**src/rtl/button_conditioner_pkg.sv**
```systemverilog
// btn_pkg: button index map and default cycle constants for button_conditioner.
package btn_pkg;
    localparam int BTN_SALUD      = 0;
    localparam int BTN_ENERGIA    = 1;
    localparam int BTN_HAMBRE     = 2;
    localparam int BTN_DIVERSION  = 3;
    localparam int BTN_RESET      = 4;
    localparam int BTN_TEST       = 5;
    localparam int DEF_N_BTN      = 6;
    localparam int DEF_DEB_CYC    = 1_000_000;
    localparam int DEF_LONG_CYC   = 250_000_000;
    localparam int DEF_REPEAT_CYC = 12_500_000;
    function automatic int cnt_w(input int n);
        return (n > 1) ? $clog2(n) : 1;
    endfunction
endpackage

```
**src/rtl/btn_debounce.sv**
```systemverilog
// btn_debounce: one button -- 2-flop synchronizer, debounce counter, level and press pulse.
module btn_debounce
    import btn_pkg::*;
#(
    parameter int DEB_CYC = DEF_DEB_CYC
) (
    input  logic clk,
    input  logic reset,
    input  logic btn_raw,
    output logic btn_level,
    output logic btn_press
);
    localparam int W = cnt_w(DEB_CYC);
    logic [1:0]   r_sync;
    logic [W-1:0] r_cnt;
    logic         r_level;
    logic         r_press;
    logic         w_diff;
    logic         w_done;
    assign w_diff = (~r_sync[1]) != r_level;
    assign w_done = w_diff && (r_cnt == W'(DEB_CYC - 1));
    always_ff @(posedge clk) begin
        if (reset) begin
            r_sync  <= 2'b11;
            r_cnt   <= '0;
            r_level <= 1'b0;
            r_press <= 1'b0;
        end else begin
            r_sync  <= {r_sync[0], btn_raw};
            r_cnt   <= (w_diff && !w_done) ? r_cnt + W'(1) : '0;
            r_level <= r_level ^ w_done;
            r_press <= w_done && !r_level;
        end
    end
    assign btn_level = r_level;
    assign btn_press = r_press;
endmodule

```
**src/rtl/button_conditioner.sv**
```systemverilog
// button_conditioner: debounced levels, press pulses and long-press pulses for the board buttons.
// Optional auto-repeat on bits 0-3 when BTN_AUTOREPEAT_EN is defined.
module button_conditioner
    import btn_pkg::*;
#(
    parameter int N_BTN      = DEF_N_BTN,
    parameter int DEB_CYC    = DEF_DEB_CYC,
    parameter int LONG_CYC   = DEF_LONG_CYC,
    parameter int REPEAT_CYC = DEF_REPEAT_CYC
) (
    input  logic             clk,
    input  logic             reset,
    input  logic [N_BTN-1:0] btn_raw,
    output logic [N_BTN-1:0] btn_level,
    output logic [N_BTN-1:0] btn_press,
    output logic [N_BTN-1:0] btn_long
);
    localparam int LW = cnt_w(LONG_CYC);
    localparam int RW = cnt_w(REPEAT_CYC);
    logic [N_BTN-1:0] w_press;
    logic [N_BTN-1:0] w_rep;
    if (DEB_CYC < 1 || LONG_CYC < 2 || REPEAT_CYC < 1 || RW < 1) begin : g_bad_cfg
        $error("button_conditioner: cycle parameters out of range");
    end
    for (genvar i = 0; i < N_BTN; i++) begin : g_btn
        btn_debounce #(.DEB_CYC(DEB_CYC)) u_deb (
            .clk      (clk),
            .reset    (reset),
            .btn_raw  (btn_raw[i]),
            .btn_level(btn_level[i]),
            .btn_press(w_press[i])
        );
        if (i == BTN_RESET || i == BTN_TEST) begin : g_long
            logic [LW-1:0] r_hold;
            logic          r_long;
            // hold count saturates at LONG_CYC-1 so the pulse fires once per press
            always_ff @(posedge clk) begin
                if (reset || !btn_level[i]) begin
                    r_hold <= '0;
                    r_long <= 1'b0;
                end else begin
                    r_hold <= (r_hold == LW'(LONG_CYC - 1)) ? r_hold : r_hold + LW'(1);
                    r_long <= r_hold == LW'(LONG_CYC - 2);
                end
            end
            assign btn_long[i] = r_long;
            assign w_rep[i]    = 1'b0;
        end else begin : g_short
            assign btn_long[i] = 1'b0;
`ifdef BTN_AUTOREPEAT_EN
            logic [RW-1:0] r_rcnt;
            logic          r_rep;
            always_ff @(posedge clk) begin
                if (reset || !btn_level[i]) begin
                    r_rcnt <= '0;
                    r_rep  <= 1'b0;
                end else begin
                    r_rcnt <= (r_rcnt == RW'(REPEAT_CYC - 1)) ? '0 : r_rcnt + RW'(1);
                    r_rep  <= r_rcnt == RW'(REPEAT_CYC - 1);
                end
            end
            assign w_rep[i] = r_rep;
`else
            assign w_rep[i] = 1'b0;
`endif
        end
    end
    // a repeat landing on the release edge is masked by the falling level
    assign btn_press = w_press | (w_rep & btn_level);
endmodule

```
**config.mk**
```make
export PLATFORM = sky130hd
export DESIGN_NAME = button_conditioner
export DESIGN_NICKNAME = d
export VERILOG_FILES = /design/src/rtl/button_conditioner_pkg.sv /design/src/rtl/btn_debounce.sv /design/src/rtl/button_conditioner.sv
export SDC_FILE = /design/constraint.sdc
export NUM_CORES = 1
export LEC_CHECK = 0
export CAP_MARGIN = 20
export CORE_UTILIZATION = 50
export DETAILED_ROUTE_END_ITERATION = 8
export PLACE_DENSITY_LB_ADDON = 0.08
export SLEW_MARGIN = 20
export SYNTH_ARGS = -nofsm -noshare
export SYNTH_HDL_FRONTEND = slang
export SYNTH_SLANG_ARGS = --single-unit
```
**constraint.sdc**
```tcl
create_clock -name clk -period 1.9 [get_ports clk]
set_clock_uncertainty 0.15 [all_clocks]
set_input_delay 0.38 -clock clk [delete_from_list [all_inputs] [get_ports clk]]
set_output_delay 0.38 -clock clk [all_outputs]
set_load 0.03 [all_outputs]
```
==> results.md <==
* Max incr delay on CP at 0.46 ns
* Non-filler instance count after layout at 1,332
* Synth area leaders: dfxtp_1, xor2_1, nor2_1
* Largest net degree at the start of global routing at 21
* Status: completed
* Crit Path Class: reg2reg
* Setup TNS at 0 ns
* Vias per Instance at 5.06
* CORE AREA at 0.0168 sq mm
* Pint at 0.00699 W
* Combinational Power Share at 1.1%
* Placement Cell Area at 0.00976 sq mm
* Gr ovfl total at 0
* Cell count after synthesis at 988
* Final net count at 1,120
* Syn_area_per_cell at 8.84 sq um
* H-tree depth at 1
* Worst path top cell family by delay: simple AND/OR/NAND/NOR gates
* Yosys top cell area share at 46.3%
* Part of the Yosys area used for sequential elements at 46.3%
* Worst setup SP type: flip-flop
* Dpl hpwl at 11,200 microns
* Post-CTS Hold Buffers at 0
* Largest fanout on the critical path at 4
* Net Sw Frac at 19.9%
* Sw Pwr at 0.00174 W
* DRT iter0 DRCs at 244
* Arrival time of the worst setup path at 2.16 ns
* Clock sinks at 202
* FFs w/ async S/R, synth at 0%
* Fmax achieved at 535 MHz
* RSZ-0062 raised after global routing: yes
* Final Hold Viols at 0
* First-pass DRT Iterations at 4
* Detail Route Antenna Nets at 0
* Placed cells at 1,289
* Num CTS Buffers at 23
* EDFF count, synth at 0
* Crit end category: flip-flop
* Syn-to-layout area delta at 22.4%
* Worst path cell trace: nor4b_4 -> nand4_1 -> or4_4 -> buf_2 -> a21oi_2 -> a31o_4
* Clk slew on worst S/H paths at 0.06 ns
* Flop pwr share at 48.8%
* Lkg Pwr at 3.77 nW
* Clk network pwr share at 50.0%
* Wire per inst at 12.1 microns
* CTS tree: built
* Layout cells sized above 1 at 17.2%
* HP Class: reg2reg
* CP max-delay cell: or4_4
* Initial Utilization at 51.9%
* Global-route wire length before repair at 27,300 microns
* MaxCap Viol Count at 0
* Synthesized flop and latch total at 202
* Die width at 134 microns
* Initial antenna violation count at 0
* Vias in the first global route at 6,165
* Die area at 0.0180 sq mm
* Clk Latency, worst-skew pair at 0.50 ns
* Critical path buffers and inverters at 1
* Post-synth top flop: dfxtp_1
* Synth unique cells at 46
* Peak VDD IR at 626 uV
* Routed wire length at 16,100 microns
* Clock Tree Root: clkbuf_16
* Num ports at 26
* Antenna diodes at 0
* CP Data Required Time at 2.19 ns
* Area leader, netlist: dfxtp_1
* Max Slew Vio Count at 0
* Final min period at 1.87 ns
* Number of port buffers at 21
* Power Dens Cells at 816 mW/mm^2
* Gpl congestion at 0.774
* Total Routing Usage GR at 18.0%
* Setup violations, final at 0
* Die Span Y at 134 microns
* Core Rows at 47
* Tcrit/Tclk final at 98.5%
* Fin area at 0.0107 sq mm
* DR vias at 6,746
* Syn. warnings at 0
* CTS max path bufs at 3
* Netlist Area Pre-Place at 0.00873 sq mm
* WHS at 0.259 ns
* DRC at 0
==> per-stage QoR <==
stage / utilization, % / total power, W / setup slack [ns]
6_report: 63.5 / 0.00872 / 0.0294
5_1_grt: 63.5 / 0.00902 / -0.0326
4_1_cts: 62.7 / 0.00884 / -0.0228
3_5_place_dp: 58.0 / 0.00445 / -0.0580
3_3_place_gp: 58.0 / 0.00445 / -0.0302
2_1_floorplan: - / 0.00441 / 0.00108
==> synthesized netlist by cell type (all sizes together) (4+ instances only) <==
cell type	count
nor2b	9
buf	24
nor3	29
inv	19
and4	15
and3	28
nand2	67
a21oi	5
or2	15
nor2	194
nand4	36
a31oi	9
and2	7
or3	7
nor4b	13
ha	16
dfxtp	202
o21ai	7
xor2	91
a211oi	4
clkbuf	17
xnor2	61
nand3	74
nor4	18
==> state kept, by name, indices dropped and copies added, names as in the netlist <==
name and cells:
g_btn.g_long.r_hold 56, g_btn.g_long.r_long 2, g_btn.u_deb.btn_level 6, g_btn.u_deb.btn_press 6
g_btn.u_deb.r_cnt 120, g_btn.u_deb.r_sync 12
==> cell type report <==
class                           count  area [sq um]
Fill cell                        1491          6130
Multi-Input combinational cell    730          4570
Sequential cell                   202          4050
Timing Repair Buffer              120           963
Clock buffer                       33           663
Tap cell                          220           275
Clock inverter                      8          93.8
Inverter                           19          71.3
==> metal layers <==
| layer | up-vias | global-route usage, % | share of wire [%] |
|---|---|---|---|
| met5 | - | 0 | 0 |
| met4 | 0 | 5.06 | 1.8 |
| met3 | 22 | 2.76 | 2.6 |
| met2 | 59 | 30.3 | 46 |
| met1 | 3124 | 23.8 | 49 |
| li1 | 3541 | - | - |
==> path summary, 6_finish.rpt <==
check,cells after the start,slack (ns),endpoint,start
worst min-delay path,1,0.26,g_btn[5].u_deb.r_sync[1]$_SDFF_PP1_,g_btn[5].u_deb.r_sync[0]$_SDFF_PP1_
worst min register to register,1,0.26,g_btn[5].u_deb.r_sync[1]$_SDFF_PP1_,g_btn[5].u_deb.r_sync[0]$_SDFF_PP1_
worst max register to register,6,0.03,g_btn[5].g_long.r_hold[7]$_SDFFE_PP0P_,g_btn[5].g_long.r_hold[19]$_SDFFE_PP0P_
worst max-delay path,6,0.03,g_btn[5].g_long.r_hold[7]$_SDFFE_PP0P_,g_btn[5].g_long.r_hold[19]$_SDFFE_PP0P_
==> logic make-up after synthesis <==
group,synth area share [%]
adders and majority gates,2.29
DFF,46.3
buffers and inverters,3.48
xor gates and xnor gates,15.2
and+or+nand+nor,30.3
AOI/OAI and AO/OA,1.99
other,0.0429
muxes,0.344
==> layout by cell type (no fill, tap or decap), types with 10 or more instances in the layout <==
cell type | synthesis | layout
dfxtp_1 | 202 | 197
nor2_1 | 194 | 193
buf_4 | 18 | 95
xor2_1 | 91 | 91
nand3_1 | 73 | 72
nand2_1 | 67 | 67
xnor2_1 | 61 | 60
nand4_1 | 35 | 35
and3_1 | 28 | 27
nor3_1 | 29 | 25
clkbuf_16 | 0 | 23
inv_1 | 19 | 19
or2_2 | 15 | 15
ha_1 | 16 | 15
and4_1 | 15 | 14
dlygate4sd2_1 | 0 | 13
nor4b_1 | 12 | 12
nor4_1 | 17 | 10
==> power groups by stage <==
stage / clock [W] / combinational, W / sequential (W)
CTS: 0.00448 / 0.000102 / 0.00426
global route: 0.00465 / 0.000111 / 0.00426
detailed placement: 0 / 0.000101 / 0.00435
finish: 0.00436 / 0.0000994 / 0.00426
floorplan: 0 / 0.0000568 / 0.00435
global placement: 0 / 0.000101 / 0.00435
==> repair_timing <==
action / 4_1_cts / 5_1_grt
pin swaps: 8 / 5
gates cloned: 1 / 1
endpoints found under the setup margin: 18 / 52
resized for setup: 21 / 27
buffers inserted: 0 / 1
Note: power is estimated with default switching activity, not from simulation.
